==> src/rtl/tone_pkg.sv <==
// Shared constants, divider table and FSM encoding for note_tone_gen.
// No ports. HALF_PERIOD[n] = round(50 MHz / (2 * 261.626 Hz * 2^(n/12))),
// the half period in clk cycles of semitone n above C4.
package tone_pkg;

  localparam int unsigned NOTE_W    = 5;
  localparam int unsigned DIV_W     = 17;
  localparam int unsigned GAP_W     = 20;
  localparam int unsigned NUM_NOTES = 25;

  // First index that means rest; 25..31 are all silent.
  localparam logic [NOTE_W-1:0] NOTE_REST = NOTE_W'(25);

  localparam logic [DIV_W-1:0] HALF_PERIOD [0:NUM_NOTES-1] = '{
    17'd95556, 17'd90193, 17'd85131, 17'd80353, 17'd75843,
    17'd71586, 17'd67568, 17'd63776, 17'd60197, 17'd56818,
    17'd53629, 17'd50619, 17'd47778, 17'd45097, 17'd42565,
    17'd40176, 17'd37922, 17'd35793, 17'd33784, 17'd31888,
    17'd30098, 17'd28409, 17'd26815, 17'd25310, 17'd23889
  };

  typedef enum logic [1:0] {
    ST_IDLE = 2'd0,
    ST_GAP  = 2'd1,
    ST_RUN  = 2'd2
  } tone_state_t;

  // Divider lookup; rests return 0 and are never loaded.
  function automatic logic [DIV_W-1:0] half_period(input logic [NOTE_W-1:0] n);
    logic [DIV_W-1:0] r;
    r = '0;
    if (n < NOTE_REST) r = HALF_PERIOD[n];
    return r;
  endfunction

endpackage

==> src/rtl/tone_half_period_cnt.sv <==
// Loadable half-period down-counter.
// Ports: clk, rst_n (async, active-low); load/load_val reload the count
// (load wins over enable); enable decrements by one; zero flags count == 0.
module tone_half_period_cnt
  import tone_pkg::*;
(
  input  logic             clk,
  input  logic             rst_n,
  input  logic             load,
  input  logic [DIV_W-1:0] load_val,
  input  logic             enable,
  output logic             zero
);

  logic [DIV_W-1:0] cnt_q, cnt_d;

  // Next count: reload has priority over decrement.
  always_comb begin
    cnt_d = cnt_q;
    if (load)        cnt_d = load_val;
    else if (enable) cnt_d = cnt_q - DIV_W'(1);
  end

  always_ff @(posedge clk or negedge rst_n) begin
    if (!rst_n) cnt_q <= '0;
    else        cnt_q <= cnt_d;
  end

  assign zero = (cnt_q == '0);

endmodule

==> src/rtl/note_tone_gen.sv <==
// Square-wave tone generator driven by the melody sequencer's note index.
// Ports: clk, rst_n (async, active-low); note[4:0] (0..24 semitones above
// C4, 25..31 rest); spk = 50 % duty square wave, low when silent;
// sounding = high while the tone is actively toggling.
// Optional feature macro TONE_ARTIC_EN: each change to a sounding note is
// preceded by ARTIC_CYCLES cycles of silence (GAP state).
module note_tone_gen
  import tone_pkg::*;
#(
  parameter int unsigned CLK_HZ       = 50000000,
  parameter int unsigned ARTIC_CYCLES = 500000
) (
  input  logic              clk,
  input  logic              rst_n,
  input  logic [NOTE_W-1:0] note,
  output logic              spk,
  output logic              sounding
);

  tone_state_t       state_q, state_d;
  logic [NOTE_W-1:0] note_q, note_d;
  logic [NOTE_W-1:0] cur_note_q, cur_note_d;
  logic              spk_q, spk_d;
  logic              sounding_q, sounding_d;
`ifdef TONE_ARTIC_EN
  logic [GAP_W-1:0]  gap_cnt_q, gap_cnt_d;
`endif

  logic              cnt_load, cnt_en, cnt_zero;
  logic [DIV_W-1:0]  cnt_load_val;
  logic [DIV_W-1:0]  div_m1_c;
  logic              change_c, is_sound_c;
  logic              cfg_unused_c;

  // The divider table is fixed to a 50 MHz clock; parameters sink here.
  assign cfg_unused_c = ^{32'(CLK_HZ), 32'(ARTIC_CYCLES)};

  assign div_m1_c   = half_period(note_q) - DIV_W'(1);
  assign change_c   = (note_q != cur_note_q);
  assign is_sound_c = (note_q < NOTE_REST);

  tone_half_period_cnt u_cnt (
    .clk      (clk),
    .rst_n    (rst_n),
    .load     (cnt_load),
    .load_val (cnt_load_val),
    .enable   (cnt_en),
    .zero     (cnt_zero)
  );

  // Next-state logic; a note change always beats a pending toggle.
  always_comb begin
    state_d      = state_q;
    note_d       = note;
    cur_note_d   = cur_note_q;
    spk_d        = spk_q;
    cnt_load     = 1'b0;
    cnt_load_val = '0;
    cnt_en       = 1'b0;
`ifdef TONE_ARTIC_EN
    gap_cnt_d    = gap_cnt_q;
`endif

    if (change_c) cur_note_d = note_q;

    case (state_q)
      ST_IDLE: begin
        spk_d    = 1'b0;
        cnt_load = 1'b1;
        if (change_c && is_sound_c) begin
`ifdef TONE_ARTIC_EN
          state_d   = ST_GAP;
          gap_cnt_d = GAP_W'(ARTIC_CYCLES - 1);
`else
          state_d      = ST_RUN;
          cnt_load_val = div_m1_c;
`endif
        end
      end

`ifdef TONE_ARTIC_EN
      ST_GAP: begin
        spk_d    = 1'b0;
        cnt_load = 1'b1;
        if (change_c) begin
          if (is_sound_c) gap_cnt_d = GAP_W'(ARTIC_CYCLES - 1);
          else            state_d   = ST_IDLE;
        end else if (gap_cnt_q == '0) begin
          state_d      = ST_RUN;
          cnt_load_val = div_m1_c;
        end else begin
          gap_cnt_d = gap_cnt_q - GAP_W'(1);
        end
      end
`endif

      ST_RUN: begin
        if (change_c) begin
          spk_d    = 1'b0;
          cnt_load = 1'b1;
          if (!is_sound_c) begin
            state_d = ST_IDLE;
          end else begin
`ifdef TONE_ARTIC_EN
            state_d   = ST_GAP;
            gap_cnt_d = GAP_W'(ARTIC_CYCLES - 1);
`else
            cnt_load_val = div_m1_c;
`endif
          end
        end else if (cnt_zero) begin
          spk_d        = ~spk_q;
          cnt_load     = 1'b1;
          cnt_load_val = div_m1_c;
        end else begin
          cnt_en = 1'b1;
        end
      end

      default: begin
        state_d  = ST_IDLE;
        spk_d    = 1'b0;
        cnt_load = 1'b1;
      end
    endcase

    sounding_d = (state_d == ST_RUN);
  end

  always_ff @(posedge clk or negedge rst_n) begin
    if (!rst_n) begin
      state_q    <= ST_IDLE;
      note_q     <= NOTE_REST;
      cur_note_q <= NOTE_REST;
      spk_q      <= 1'b0;
      sounding_q <= 1'b0;
`ifdef TONE_ARTIC_EN
      gap_cnt_q  <= '0;
`endif
    end else begin
      state_q    <= state_d;
      note_q     <= note_d;
      cur_note_q <= cur_note_d;
      spk_q      <= spk_d;
      sounding_q <= sounding_d;
`ifdef TONE_ARTIC_EN
      gap_cnt_q  <= gap_cnt_d;
`endif
    end
  end

  assign spk      = spk_q;
  assign sounding = sounding_q;

endmodule

==> config.mk <==
export PLATFORM = sky130hd
export DESIGN_NAME = note_tone_gen
export DESIGN_NICKNAME = d
export VERILOG_FILES = /design/src/rtl/tone_pkg.sv /design/src/rtl/tone_half_period_cnt.sv /design/src/rtl/note_tone_gen.sv
export SDC_FILE = /design/constraint.sdc
export NUM_CORES = 1
export LEC_CHECK = 0
export CAP_MARGIN = 20
export CORE_ASPECT_RATIO = 0.7
export CORE_MARGIN = 2
export CORE_UTILIZATION = 66
export CTS_CLUSTER_SIZE = 25
export DETAILED_ROUTE_END_ITERATION = 12
export PLACE_DENSITY = 0.82
export SYNTH_ARGS = -nofsm -noshare
export SYNTH_HDL_FRONTEND = slang
export SYNTH_SLANG_ARGS = --single-unit
==> constraint.sdc <==
create_clock -name clk -period 10.1 [get_ports clk]
set_input_delay 2.02 -clock clk [delete_from_list [all_inputs] [get_ports clk]]
set_output_delay 2.02 -clock clk [all_outputs]
set_load 0.02 [all_outputs]
Word level (Yosys, flattened, before mapping)
Memory sizes are Yosys's and may differ from the RTL's.
Index checks and enable logic that the tools add are counted.
Storage, ports and cells
  logic and storage cells: 44
  memories: 1
  input port bits: 7
  memory bits (read-only): 544
  output and inout port bits: 2
  bits in registers: 31
Memory list
  (no name shown): words 32, bits a word 17, rd ports 1, clocked after memory_dff 0, write ports 0, RTL line tone_pkg.sv:32  | if (n < NOTE_REST) r = HALF_PERIOD[n];
Cells by class
  reduce and logical (&&, ||, !) cells: 4
  mux-type cells: 23
  $add $sub $neg: 2
  order comparisons: 2
  equality and inequality tests: 4
  bitwise operators: 2
Operator list (number)
  2-to-1 mux 17 bit: 9
  one-hot mux 17 bit (2 select lines): 1
  subtractor 17 x 1 -> 17 bit, second input constant: 2
  logical NOT 17 bit: 1
  2-to-1 mux 1 bit: 9
  greater-or-equal comparator 6 bit, second input constant: 1
  2-to-1 mux 2 bit: 3
  NOT 5 -> 6 bit: 1
  less-than comparator 5 bit, second input constant: 1
  inequality test 5 bit: 1
  == test 2 bit, second input constant: 2
  one-hot mux 2 bit (2 select lines): 1
  inequality test 3 bit, second input constant: 1
  logical NOT 2 bit: 1
  nonzero test 2 bit: 1
  logical AND 1 bit: 1
  NOT 1 bit: 1

Depth between registers and ports, before layout
Gate-level depths: netlist of the first run.
  depth after elaboration: 10
  mapped depth: 12
  depth with buffers taken out: 11

Modules after synthesis
From an unflattened synthesis of the first run, not the netlist that was laid out.
Unflattened totals
  cells, all modules: 332
  area, all modules: 2790.2 sq um
Modules (own cells, without submodules)
  note_tone_gen: area each 1809.2 sq um, cells each 225, sequential area each 357.8 sq um, times used 1
  tone_half_period_cnt: area each 980.9 sq um, cells each 107, sequential area each 425.4 sq um, times used 1

Least setup slack after synthesis of the first run
OpenSTA, ideal clock, no wires.
  path kind: flip-flop to flip-flop
  from: register note_q[1]
  to: register u_cnt.cnt_q[16]
  clock period less this slack: 3.439 ns
  cell stages (with the launch flop): 13
  data arrival time: 3.315 ns
  library setup time: 0.124 ns
  buffers on the path: 1
  data required time: 9.976 ns
  setup slack: 6.661 ns
  cells stage by stage: dfrtp_1 inv_1 ha_1 clkbuf_1 inv_1 mux4_2 o221ai_1 ha_1 nor3b_1 nand4_1 nor4_1 o21ai_0 a211o_1
On the way
  cells in the longest elaborated chain, start to end: 10
  elaborated cells on any way between the ends: 20
  classes of those cells: 1 x add/sub; 1 x order compare; 1 x eq/ne; 13 x mux; 1 x bitwise; 2 x reduce/logical; 1 x memory
RTL lines
  start: declaration: RTL line note_tone_gen.sv:21  | logic [NOTE_W-1:0] note_q, note_d;
  start signal: assignment: RTL line note_tone_gen.sv:142  | note_q <= note_d;
  NOT 5 -> 6 bit (implied by the code): RTL line tone_pkg.sv:32
  memory read (32 x 17 bit)
  2-to-1 mux 17 bit (implied by the code) (2 in series): RTL line tone_pkg.sv:32
  2-to-1 mux 17 bit: RTL line tone_pkg.sv:32
  subtractor 17 x 1 -> 17 bit: RTL line note_tone_gen.sv:38  | assign div_m1_c = half_period(note_q) - DIV_W'(1);
  2-to-1 mux 17 bit, on equally long branches: RTL line note_tone_gen.sv:111, note_tone_gen.sv:101
  2-to-1 mux 17 bit: RTL line note_tone_gen.sv:98  | if (change_c) begin
  one-hot mux 17 bit (2 select lines): RTL line note_tone_gen.sv:66  | case (state_q)
  2-to-1 mux 17 bit: RTL line tone_half_period_cnt.sv:20  | if (load) cnt_d = load_val;
  end signal: assignment: RTL line tone_half_period_cnt.sv:26  | else cnt_q <= cnt_d;
  end: declaration: RTL line tone_half_period_cnt.sv:15  | logic [DIV_W-1:0] cnt_q, cnt_d;
Parallel ways exist; a longest one is shown, timed or not. The select of a mux whose other input is x is not followed.
A chain may end at the register's enable or synchronous reset.

Worst setup path in the final report of the first run
Ends and elaborated chain as after synthesis.

==> reports/metrics.yaml, run 1 <==
power_and_ir_drop:
  p_sw_share_pct: 33.96
  intPower_uw: 231.3
  leakagePower_nw: 1.080
  seqPwrFrac_pct: 42.4
  p_clk_share_pct: 27.0
  peakVddDrop_v: 0.00009490
  power_frac_comb_pct: 30.6
  p_per_area_nw_per_um2: 132.3
  net-switching-power_uw: 118.9
cts:
  clk_path_buf_depth: 2
  insertion_delay_ns: 0.29
  cts-root-buf: "clkbuf_8"
  postCtsResizedCells: 0
  holdBufCountCts: 0
  tritoncts: "yes"
  path_clk_slew_ns: 0.07
  htreeDepth: 2
  post-cts-setup-buffers: 0
  numCtsBuffers: 5
  clock_sinks: 31
sta:
  fin_crit_ns: 4.440
  rsz0062_at_grt: "no"
  finalSetupViolCount: 0
  report.final.slew_viol_count: 0
  slew_headroom_pct: 53.89
  clock-skew-final_ns: 0.004432
  finalSetupTns_ns: 0
  whs_ns: 0.4956
  tightest_slew_ns: 0.6917
  finalHoldViolCount: 0
  post-route-period-util_pct: 43.96
  fmax_ghz: 0.2252
global_route:
  grt_pass1_vias: 1911
  grt_first_pass_wirelength_um: 9377
  overflow: 0
  antenna_found_initial: 0
  grt_max_degree: 40
  grtUsageTotal_pct: 28.07
status:
  status: "completed"
yosys:
  yosysTopAreaCell: "dfrtp_1"
  syn_inst: 285
  synth_top_family_by_area: "compound AO/OA/AOI/OAI gates"
  yosysUniqueCellTypes: 66
  synth-simple-area-share_pct: 20.04
  netlist.area_leader.share_pct: 24.93
  synth.area.mux_share_pct: 6.231
  synth_xor_xnor_area_share_pct: 10.47
  synth-compound-area-share_pct: 20.89
  syn_area_sq_um: 2510
  yosysSeqAreaShare_pct: 31.21
  ys_ff_latch: 31
  synth_ff_type: "dfrtp_1"
  synth_edf_count: 0
  yosysWarnings: 0
  synthAdderAreaFrac_pct: 4.985
  syn_area_per_cell_sq_um: 8.807
  mappedNetlistNets: 302
  ys_async_sr_fraction_pct: 100.0
  synthTopCellsByArea: "dfrtp_1 25%, xnor2_1 7.0%, dfstp_2 6.3%, ha_1 5.0%, mux2i_1 4.0%"
floorplanning:
  dieArea_sq_um: 4320
  die_w_um: 77.71
  core-area_sq_um: 3581
  dieHeight_um: 55.60
  rows: 18
  io_pins: 9
  start_util_pct: 70.09
finish:
  drive_gt1_share_pct: 10.32
  multi_input_area_sq_um: 1575
  utilization_pct: 73.90
  nets: 297
  final_common_cell: "dfrtp_1"
  mostFrequentLayoutCells: "25 x dfrtp_1, 20 x nor2_1, 20 x xnor2_1"
  num_antenna_cells: 0
  instances_no_fill: 331
  fillers: 271
  synthToLayoutAreaGrowth_pct: 5.434
  regArea_sq_um: 783.3
hold_path:
  hold_depth: 1
  hold_class: "register to register"
placement:
  io_buffers: 8
  dpl.hpwl_um: 3999
  gp_congestion: 0.9345
  dpl.cell_count: 323
critical_path:
  worst_ep_required_time_ns: 10.27
  criticalPathCategory: "register to register"
  reg2regPathDepth: 10
  critPathLaunchType: "register"
  arrival_ns: 4.62
  path_max_fanout: 20
  critPathCaptureType: "register"
route:
  route.vias.total: 2170
  first_iter_violations: 334
  wl_per_cell_um: 17.15
  routed_via_density: 6.556
  ant_nets: 0
  routed_wl_um: 5678
  route.detailed.drc: 0
  first_pass_iters: 6
flow_run:
  cap_violations: 0
per-layer routing:
layer	vias to the layer above	wire, um	track usage [%]
li1	1033	-	-
met1	1048	2764	42.74
met2	80	2470	40.76
met3	9	371	4.870
met4	0	72	8.418
met5	-	0	0
synth_stat cells (all sizes together) (3+ instances only):
cell type and count:
inv 10, ha 10, nor2b 5, a211o 3, or2 3, clkbuf 9, nor4 3, and3 4
xor2 10, o221ai 5, nand2 12, nor2 21, or3 6, a211oi 3, mux2 3, nor3 10
o211ai 5, dfstp 6, buf 14, a21oi 8, o21ai 15, nand3 7, nand2b 7, o22ai 13
dfrtp 25, xnor2 20, mux2i 10
critical path: stages, from the launching register on:
cell      delay, ns
dfrtp_1        0.73
inv_1          0.29
ha_1           0.54
mux4_2         0.53
o221ai_1       0.26
ha_1           0.22
nor3b_1        0.37
nand4_1        0.27
nor4_1         0.55
o21ai_0        0.25
a211o_1        0.30
cell families after synthesis:
family	after synthesis
and+or+nand+nor	90
AOI/OAI and AO/OA	75
buffers and inverters	34
DFF	31
xor gates and xnor gates	30
muxes	14
adders and majority gates	10
other	1
area by class of cell:
class	count	share of cell area, %
multi-input combinational	220	59.53
tap	50	2.364
timing repair buffer	11	3.877
sequential	31	29.60
clock buffer	7	2.884
inverter	11	1.560
clock inverter	1	0.1891
final timing paths:
path                                      startpoint                     endpoint  slack (ns)
worst max-delay path             note_q[1]$_DFF_PN0_  u_cnt.cnt_q[16]$_DFFE_PN0P_        5.66
worst min-delay path            state_q[0]$_DFF_PN0_           sounding$_DFF_PN0_        0.50
worst max register to register   note_q[1]$_DFF_PN0_  u_cnt.cnt_q[16]$_DFFE_PN0P_        5.66
worst min register to register  state_q[0]$_DFF_PN0_           sounding$_DFF_PN0_        0.50
max in group asynchronous                      rst_n    cur_note_q[3]$_DFFE_PN1N_        7.66
min in group asynchronous                      rst_n          note_q[2]$_DFF_PN0_        2.12
state kept, by name, summed over array words and instances (netlist names):
signal and flops:
u_cnt.cnt_q 17, state_q 2, note_q 5, spk 1, cur_note_q 5, sounding 1
stage by stage:
| step | area [sq um] | setup WS (ns) | power, mW |
|---|---|---|---|
| floorplan | 2510 | 6.661 | 0.2318 |
| global placement | 2565 | 6.079 | 0.2529 |
| detailed placement | 2565 | 5.768 | 0.2553 |
| CTS | 2646 | 5.704 | 0.3505 |
| global route | 2646 | 5.395 | 0.3707 |
| finish | 2646 | 5.660 | 0.3502 |
power groups by stage:
| stage | clock network [mW] | registers, mW | logic (mW) |
|---|---|---|---|
| after global placement | 0 | 0.149 | 0.103 |
| after floorplan | 0 | 0.143 | 0.0885 |
| after global routing | 0.102 | 0.150 | 0.119 |
| final | 0.0947 | 0.148 | 0.107 |
| after detailed placement | 0 | 0.150 | 0.105 |
| after CTS | 0.0965 | 0.148 | 0.106 |
(Power assumes the default switching activity.)
==> inputs of run 2 (changes only) <==
CORE_UTILIZATION = 62   (was 66)
PLACE_DENSITY = 0.78   (was 0.82)
clock period = 4.15 ns   (was 10.1 ns; I/O delays follow)
==> reports/metrics.yaml, run 2 (same netlist as run 1, synthesis figures left out) <==
status:
  status: "completed"
power_and_ir_drop:
  p_per_area_nw_per_um2: 321.9  # +140%
  intPower_uw: 580.1  # +150%
  leakagePower_nw: 1.114  # +3.1%
  p_sw_share_pct: 33.25  # -0.71 points
  peakVddDrop_v: 0.0002935  # +210%
  p_clk_share_pct: 27.7  # +0.7 points
  power_frac_comb_pct: 32.0  # +1.4 points
  net-switching-power_uw: 289.0  # +140%
  seqPwrFrac_pct: 40.3  # -2.1 points
critical_path:
  critPathCaptureType: "register"
  critPathLaunchType: "register"
  worst_ep_required_time_ns: 4.32  # -5.95 ns
  path_max_fanout: 8  # -60%
  criticalPathCategory: "register to register"
  arrival_ns: 3.73  # -0.89 ns
cts:
  clk_path_buf_depth: 2  # unchanged
  cts-root-buf: "clkbuf_8"
  numCtsBuffers: 5  # unchanged
  htreeDepth: 2  # unchanged
  postCtsResizedCells: 0  # unchanged
  insertion_delay_ns: 0.28  # about the same
  holdBufCountCts: 0  # unchanged
  clock_sinks: 31  # unchanged
  post-cts-setup-buffers: 0  # unchanged
  tritoncts: "yes"
  path_clk_slew_ns: 0.07  # about the same
floorplanning:
  rows: 19  # +1
  start_util_pct: 64.38  # -5.7 points
  dieArea_sq_um: 4581  # +6.1%
  die_w_um: 80.05  # +3.0%
  core-area_sq_um: 3899  # +8.9%
  io_pins: 9  # unchanged
  dieHeight_um: 57.24  # +2.9%
global_route:
  antenna_found_initial: 0  # unchanged
  grt.busiest_layer: "met1"
  grtUsageMet3_pct: 5.380  # +0.51 points
  met2_usage_pct: 38.93  # -1.8 points
  overflow: 0  # unchanged
  grt_first_pass_wirelength_um: 9880  # +5.4%
  grt_max_degree: 38  # -5.0%
  grt_pass1_vias: 1942  # +1.6%
  use_met1_pct: 44.05  # +1.3 points
  grtUsageTotal_pct: 27.72  # -0.35 points
finish:
  num_antenna_cells: 0  # unchanged
  design_area_sq_um: 2700  # +2.0%
  synthToLayoutAreaGrowth_pct: 7.577
  mostFrequentLayoutCells: "25 x dfrtp_1, 20 x nor2_1, 20 x xnor2_1"
  regArea_sq_um: 783.3  # unchanged
  nets: 303  # +2.0%
  fillers: 312  # +15%
  multi_input_area_sq_um: 1575  # unchanged
  regMostFlops: "u_cnt.cnt_q"
  instances_no_fill: 338  # +2.1%
  reg_top3: "u_cnt.cnt_q (17), cur_note_q (5), note_q (5)"
  final_common_cell: "dfrtp_1"
  largest_reg_flops: 17  # unchanged
  utilization_pct: 69.26  # -4.6 points
  drive_gt1_share_pct: 12.59  # +2.3 points
placement:
  io_buffers: 8  # unchanged
  dpl_worst_slack_ns: 0.6456  # -5.122 ns
  gp_congestion: 0.9584  # +2.6%
  dpl.cell_count: 331  # +2.5%
  dpl.hpwl_um: 4071  # +1.8%
  place_area_sq_um: 2613  # +1.9%
route:
  first_pass_iters: 5  # -1
  first_iter_violations: 238  # -29%
  ant_nets: 0  # unchanged
  routed_wl_um: 5653  # -0.44%
  routed_via_density: 6.364  # -2.9%
  wl_per_cell_um: 16.72  # -2.5%
  route.vias.total: 2151  # -0.88%
  route.detailed.drc: 0  # unchanged
sta:
  report.final.slew_viol_count: 0  # unchanged
  tightest_slew_ns: 0.7946  # +0.1029 ns
  fmax_ghz: 0.2810  # +25%
  rsz0062_at_grt: "no"
  finalSetupViolCount: 0  # unchanged
  post-route-period-util_pct: 85.75  # +42 points
  clock-skew-final_ns: 0.004749  # +0.0003168 ns
  finalHoldViolCount: 0  # unchanged
  finalSetupTns_ns: 0  # unchanged
  fin_crit_ns: 3.558  # -0.8819 ns
  slew_headroom_pct: 46.86  # -7.0 points
  worst_slack_ns: 0.5915  # -5.068 ns
hold_path:
  hold_class: "register to register"
flow_run:
  cap_violations: 0  # unchanged
==> run 2: routing by layer <==
layer	vias up	wire, um
met2	78	2373
met1	1025	2867
met5	-	0
li1	1041	-
met4	0	52
met3	7	360
==> run 2: final cells by class <==
cell class | count | area share [%]
clock inverter | 1 | 0.1854
multi-input combinational | 220 | 58.34
clock buffer | 6 | 3.058
tap | 52 | 2.410
sequential | 31 | 29.01
inverter | 11 | 1.529
timing repair buffer | 17 | 5.468
==> run 2: power by group through the flow <==
stage / sequential, mW / combinational (mW) / clock, mW
final: 0.350 / 0.278 / 0.241
after global routing: 0.355 / 0.309 / 0.257
after CTS: 0.350 / 0.274 / 0.246
after detailed placement: 0.355 / 0.273 / 0
after global placement: 0.354 / 0.268 / 0
after floorplan: 0.349 / 0.215 / 0
==> run 2: critical path, stage by stage, from the launching register on <==
cell and delay [ns]:
dfstp_2 0.37, inv_1 0.18, ha_1 0.38, inv_1 0.09
mux4_2 0.45, o221ai_1 0.28, ha_1 0.22, nor3b_1 0.25
nand4_1 0.24, nor4_1 0.48, o21ai_0 0.21, a211o_1 0.30
==> run 2: metrics by stage <==
stage	hold WS [ns]	total power [mW]
6_report	0.5063	0.8691
5_1_grt	0.5402	0.9213
4_1_cts	0.5047	0.8696
3_5_place_dp	0.4911	0.6276
2_1_floorplan	0.4425	0.5642
3_3_place_gp	0.4695	0.6225
==> run 2: path summary, 6_finish.rpt <==
path,startpoint,to,cells past startpoint,slack [ns]
max in group asynchronous,rst_n,cur_note_q[3]$_DFFE_PN1N_,2,2.37
worst min-delay path,state_q[0]$_DFF_PN0_,sounding$_DFF_PN0_,1,0.51
worst max register to register,note_q[0]$_DFF_PN1_,u_cnt.cnt_q[16]$_DFFE_PN0P_,11,0.59
worst min register to register,state_q[0]$_DFF_PN0_,sounding$_DFF_PN0_,1,0.51
min in group asynchronous,rst_n,note_q[2]$_DFF_PN0_,1,1.01
worst max-delay path,note_q[0]$_DFF_PN1_,u_cnt.cnt_q[16]$_DFFE_PN0P_,11,0.59
